--- src/rtl/async_bus_master_fsm.sv ---
// Asynchronous 68030-style bus-master cycle sequencer: turns one request from the
// DMA/register engine into a read or write bus cycle. DSACK/BERR are synchronised,
// the port size is reported back, and read data is latched.
// Optional feature macro: BUS_TIMEOUT_EN adds the WAIT-state timeout counter and TOUT.
module async_bus_master_fsm #(
  parameter int unsigned ADDR_W  = 32,
  parameter int unsigned DATA_W  = 32,
  parameter int unsigned TIMEOUT = 64
) (
  input  logic              Clk,
  input  logic              RST,
  input  logic              REQ,
  input  logic              REQ_RW,
  input  logic [ADDR_W-1:0] REQ_ADDR,
  input  logic [DATA_W-1:0] REQ_WDATA,
  input  logic [1:0]        REQ_SIZ,
  output logic              BUSY,
  output logic              ACK,
  output logic              ERR,
  output logic              TOUT,
  output logic [DATA_W-1:0] RDATA,
  output logic [1:0]        ACK_SIZE,
  output logic [ADDR_W-1:0] ADDR,
  output logic [1:0]        SIZ,
  output logic              RW,
  output logic              _AS,
  output logic              _DS,
  output logic [DATA_W-1:0] DATA_OUT,
  output logic              DATA_OE,
  input  logic [DATA_W-1:0] DATA_IN,
  input  logic [1:0]        _DSACK,
  input  logic              _BERR
);

  typedef enum logic [2:0] {
    StIdle, StS0, StS1, StS2, StWait, StLatch, StEnd, StRecover
  } state_e;

  state_e            state_q;
  logic [1:0]        dsack_s1, dsack_s2;
  logic              berr_s1, berr_s2;
  logic              as_n_q, ds_n_q, rw_q, data_oe_q;
  logic              busy_q, ack_q, err_q;
  logic [ADDR_W-1:0] addr_q;
  logic [1:0]        siz_q, ack_size_q;
  logic [DATA_W-1:0] data_out_q, rdata_q;
  logic              dsack_hit, berr_hit, bus_idle, timeout_hit, enter_end;

  assign dsack_hit = (dsack_s2 != 2'b11);
  assign berr_hit  = ~berr_s2;
  assign bus_idle  = (dsack_s2 == 2'b11) && berr_s2;

  // Two-flop synchronisers for the asynchronous slave handshakes; idle level is 1.
  always_ff @(posedge Clk) begin
    if (RST) begin
      dsack_s1 <= 2'b11;
      dsack_s2 <= 2'b11;
      berr_s1  <= 1'b1;
      berr_s2  <= 1'b1;
    end else begin
      dsack_s1 <= _DSACK;
      dsack_s2 <= dsack_s1;
      berr_s1  <= _BERR;
      berr_s2  <= berr_s1;
    end
  end

`ifdef BUS_TIMEOUT_EN
  localparam int unsigned CntW = $clog2(TIMEOUT + 1);
  logic [CntW-1:0] wait_cnt_q;
  logic [CntW-1:0] wait_cnt_inc;
  logic            tout_q;

  assign wait_cnt_inc = wait_cnt_q + CntW'(1);
  assign timeout_hit  = (wait_cnt_inc == CntW'(TIMEOUT));
  assign TOUT         = tout_q;

  // WAIT-cycle counter; held at zero outside WAIT so every WAIT entry starts fresh.
  always_ff @(posedge Clk) begin
    if (RST || state_q != StWait) wait_cnt_q <= '0;
    else                          wait_cnt_q <= wait_cnt_inc;
  end

  // Timeout cause flag, cleared by the next accepted request.
  always_ff @(posedge Clk) begin
    if (RST) begin
      tout_q <= 1'b0;
    end else if (state_q == StIdle && REQ) begin
      tout_q <= 1'b0;
    end else if (state_q == StWait && !berr_hit && !dsack_hit && timeout_hit) begin
      tout_q <= 1'b1;
    end
  end
`else
  assign timeout_hit = 1'b0;
  assign TOUT        = 1'b0;
`endif

  // Cycles that leave the strobed part of the bus cycle and enter END.
  always_comb begin
    enter_end = (state_q == StLatch) || (state_q == StWait && (berr_hit || timeout_hit));
  end

  // Cycle sequencer; every output is registered on the transition into its state.
  always_ff @(posedge Clk) begin
    if (RST) begin
      state_q    <= StIdle;
      as_n_q     <= 1'b1;
      ds_n_q     <= 1'b1;
      rw_q       <= 1'b1;
      addr_q     <= '0;
      siz_q      <= '0;
      data_out_q <= '0;
      data_oe_q  <= 1'b0;
      busy_q     <= 1'b0;
      ack_q      <= 1'b0;
      err_q      <= 1'b0;
      rdata_q    <= '0;
      ack_size_q <= '0;
    end else begin
      ack_q <= 1'b0;
      unique case (state_q)
        StIdle: begin
          if (REQ) begin
            state_q <= StS0;
            busy_q  <= 1'b1;
            addr_q  <= REQ_ADDR;
            siz_q   <= REQ_SIZ;
            rw_q    <= REQ_RW;
            err_q   <= 1'b0;
            if (!REQ_RW) begin
              data_out_q <= REQ_WDATA;
              data_oe_q  <= 1'b1;
            end
          end
        end
        StS0: begin
          // Reads strobe _DS together with _AS; writes wait one cycle for data setup.
          as_n_q  <= 1'b0;
          ds_n_q  <= ~rw_q;
          state_q <= StS1;
        end
        StS1: begin
          state_q <= rw_q ? StWait : StS2;
          if (!rw_q) ds_n_q <= 1'b0;
        end
        StS2: begin
          state_q <= StWait;
        end
        StWait: begin
          if (berr_hit) begin
            // BERR wins over a simultaneous DSACK; port size is still reported.
            state_q    <= StEnd;
            err_q      <= 1'b1;
            ack_size_q <= ~dsack_s2;
          end else if (dsack_hit) begin
            state_q <= StLatch;
          end else if (timeout_hit) begin
            state_q    <= StEnd;
            err_q      <= 1'b1;
            ack_size_q <= ~dsack_s2;
          end
        end
        StLatch: begin
          ack_size_q <= ~dsack_s2;
          if (rw_q) rdata_q <= DATA_IN;
          state_q <= StEnd;
        end
        StEnd: begin
          ack_q   <= 1'b1;
          state_q <= StRecover;
        end
        StRecover: begin
          // Hold off the next cycle until the slave has released its handshakes.
          if (bus_idle) begin
            state_q <= StIdle;
            busy_q  <= 1'b0;
            rw_q    <= 1'b1;
          end
        end
      endcase
      if (enter_end) begin
        as_n_q    <= 1'b1;
        ds_n_q    <= 1'b1;
        data_oe_q <= 1'b0;
      end
    end
  end

  timeout_param_a: assert property (@(posedge Clk) TIMEOUT >= 1);

  // Strobes negate as soon as reset is raised rather than waiting for the edge.
  assign _AS      = as_n_q | RST;
  assign _DS      = ds_n_q | RST;
  assign RW       = rw_q;
  assign ADDR     = addr_q;
  assign SIZ      = siz_q;
  assign DATA_OUT = data_out_q;
  assign DATA_OE  = data_oe_q;
  assign BUSY     = busy_q;
  assign ACK      = ack_q;
  assign ERR      = err_q;
  assign RDATA    = rdata_q;
  assign ACK_SIZE = ack_size_q;

endmodule

--- config.mk ---
export PLATFORM = sky130hd
export DESIGN_NAME = async_bus_master_fsm
export DESIGN_NICKNAME = d
export VERILOG_FILES = /design/src/rtl/async_bus_master_fsm.sv
export SDC_FILE = /design/constraint.sdc
export NUM_CORES = 1
export LEC_CHECK = 0
export ABC_AREA = 1
export BUFFER_PORTS_ARGS = -buffer_cell sky130_fd_sc_hd__buf_4
export CAP_MARGIN = 0
export CORE_MARGIN = 1
export CORE_UTILIZATION = 35
export CTS_BUF_LIST = sky130_fd_sc_hd__clkbuf_16
export DETAILED_ROUTE_END_ITERATION = 8
export HOLD_SLACK_MARGIN = 0.02
export RECOVER_POWER = 50
export SLEW_MARGIN = 20
export SYNTH_ARGS = -nofsm -noshare
export SYNTH_HDL_FRONTEND = slang
export SYNTH_SLANG_ARGS = --single-unit
--- constraint.sdc ---
create_clock -name Clk -period 2.9 [get_ports Clk]
set_input_delay 0.435 -clock Clk [delete_from_list [all_inputs] [get_ports Clk]]
set_output_delay 0.435 -clock Clk [all_outputs]
set_load 0.005 [all_outputs]
==> flow_summary.json <==
{
  "worstSetupPathType": "in2reg",
  "cts_buffers": 17,
  "start_util_pct": 36.47,
  "place_congestion": 0.8085,
  "drive_gt1_share_pct": 30.57,
  "power.total_mw": 5.337,
  "cts.sinks": 116,
  "vias_per_cell": 4.523,
  "cp.arrival_ns": 2.43,
  "nNetsFinal": 829,
  "dp_slack_ns": 0.9043,
  "cpMaxStageDelayCell": "clkbuf_2",
  "cts_root_buf": "clkbuf_16",
  "drtAntennaViolNets": 0,
  "hold_ws_ns": 0.2133,
  "grt_max_degree": 71,
  "slew_viol_final": 0,
  "status": "finished with violations",
  "syn2layout_area_growth_pct": 47.49,
  "mostFrequentLayoutCells": "dfxtp_1 (116), buf_4 (113), o21ai_0 (81)",
  "path_max_fanout": 55,
  "rr_startpoint": "state_q[0]$_SDFFE_PP0P_",
  "multi_input_area_um2": 1420,
  "min-delay-start": "_DSACK[0]",
  "hpwl_um": 7867,
  "via_count": 3976,
  "failed_checks": "DRC",
  "syn-num-nets": 628,
  "grt_overflow": 0,
  "firstDrtPassIters": 7,
  "synth.distinct_cells": 24,
  "cp-start-kind": "primary input",
  "cts_tree": "built",
  "n_fill_cell": 1149,
  "synth_seq_area_share_pct": 55.06,
  "port_buffers": 211,
  "die_area_um2": 12490,
  "syn-cell-area_um2": 4218,
  "post_cts_resized": 0,
  "min_period_ns": 2.111,
  "worstReg2RegEnd": "RDATA[6]$_SDFFE_PP0P_",
  "syn_inst": 523,
  "core_um2": 11560,
  "reg2reg_depth": 4,
  "ys_ff_latch": 116,
  "post-route-drc-count": 14,
  "floorplan.rows": 39,
  "post_drt_wl_per_cell_um": 12.56,
  "skew_ns": 0.006826,
  "power_density_nw_per_um2": 857.9,
  "power.leakage_nw": 2.837,
  "grt_pass1_vias": 3686,
  "cts_max_level": 4,
  "endpoint_kind": "flip-flop",
  "layout_commonest_cell": "dfxtp_1",
  "drt_iter0_drc": 239,
  "io_pins": 213,
  "hp-class": "in2reg",
  "fin_util_pct": 53.79,
  "die_x_um": 111.8,
  "cap_violations": 0,
  "dieHeight_um": 111.8,
  "tightest_slew_ns": 0.9240,
  "clk_path_buf_depth": 2,
  "irDropWorstVdd_mv": 0.3870,
  "rsz0062_at_grt": "false",
  "layout_setup_ws_ns": 0.7893,
  "hold_viol_final": 0,
  "final-seq-area_um2": 2322,
  "cpPeakStageDelay_ns": 0.80,
  "track_usage_pct": 18.11,
  "period_share_pct": 72.78,
  "setup_viol": 0,
  "path_cells": "clkbuf_1 > inv_1 > clkbuf_2 > o21ai_0 > a21oi_1",
  "maxSlewHeadroom_pct": 38.40,
  "grt_pass1_wl_um": 17840,
  "clk_latency_ns": 0.40,
  "r2r_slack_ns": 0.93,
  "post_cts_buffers": 0,
  "cts_hold_buffers": 0,
  "clkSlewWorstSetupHoldPaths_ns": 0.05,
  "setup_tns_ns": 0,
  "holdPathStages": 2,
  "ys_warn_count": 0,
  "wl_um": 11040,
  "antenna_found_initial": 0,
  "n_antenna_cell": 0,
  "hold_path_end": "dsack_s1[0]$_SDFF_PP1_",
  "avgSynthCellArea_um2": 8.065,
  "worstPathRequired_ns": 3.22,
  "timing.fmax_mhz": 473.8
}
[cell type report]
class | count | area share [%]
Multi-Input combinational cell | 295 | 22.83
Clock inverter | 14 | 0.9051
Clock buffer | 17 | 6.838
Timing Repair Buffer | 216 | 24.52
Sequential cell | 116 | 37.33
Tap cell | 143 | 2.876
Inverter | 78 | 4.706
[report_power, final]
part | internal (mW) | switching (mW)
sequential | 1.97 | 0.222
clock | 1.04 | 0.652
combinational | 0.684 | 0.764
total | 3.70 | 1.64
[per-stage QoR]
stage	std cells	cell area, um2
2_1_floorplan	523	4218
3_3_place_gp	848	5848
3_5_place_dp	848	5848
4_1_cts	879	6330
5_1_grt	879	6221
6_report	879	6221
[cell families (layout without fill, tap and decap cells)]
| kind of cell | after synthesis | in the layout | synth area share [%] |
|---|---|---|---|
| AOI/OAI and AO/OA | 175 | 175 | 21.00 |
| and+or+nand+nor | 119 | 119 | 12.58 |
| DFF | 116 | 116 | 55.06 |
| buffers and inverters | 112 | 325 | 11.27 |
| other | 1 | 1 | 0.08891 |
[metal layers]
metal / part of all wire, % / wire length [um] / GRT usage, %
met1: 43 / 4783 / 22.13
met2: 47 / 5241 / 28.57
met3: 8.0 / 887 / 6.641
met4: 1.1 / 123 / 7.838
met5: 0 / 0 / 0
[worst max-delay path, delay by kind of cell]
family          cells  cell delay (ns)
compound gates      2             0.40
buf+inv             3             1.54
[how the worst max path moves through the flow]
stage / start / end / cells past startpoint
3_5_place_dp: state_q[0]$_SDFFE_PP0P_ / RDATA[6]$_SDFFE_PP0P_ / 4
5_1_grt: RST / ADDR[28]$_SDFFE_PP0P_ / 5
2_1_floorplan: RST / _AS / 2
3_3_place_gp: state_q[0]$_SDFFE_PP0P_ / RDATA[12]$_SDFFE_PP0P_ / 4
4_1_cts: state_q[0]$_SDFFE_PP0P_ / RDATA[6]$_SDFFE_PP0P_ / 4
6_report: RST / RDATA[6]$_SDFFE_PP0P_ / 5
[cells in the mapped netlist]
cell        n  share of area (%)
a21oi_1    70                8.3
inv_2       3               0.27
nand3b_1    1               0.18
o21a_1      1               0.18
clkbuf_1   19                1.7
nor2_4      1               0.27
dfxtp_1   116                 55
or2_2       8                1.2
buf_2       6               0.71
inv_1      75                6.7
o211ai_1    3               0.53
o21ai_1    20                2.4
clkbuf_2    2               0.24
buf_4       2               0.36
nand3_1     9                1.1
nand4_2     1               0.30
conb_1      1              0.089
o21ai_0    81                9.6
nand2_1    18                1.6
buf_6       5                1.3
nand4_1     1               0.15
nor2_1     78                6.9
nor2_8      1               0.47
nand3_4     1               0.42
[registers in the layout (all words and copies together), names as in the netlist, 2 cells and up]
register,flops
dsack_s1,2
ACK_SIZE,2
DATA_OUT,32
dsack_s2,2
SIZ,2
ADDR,32
RDATA,32
state_q,3
Power figures use the tool's default switching activity.
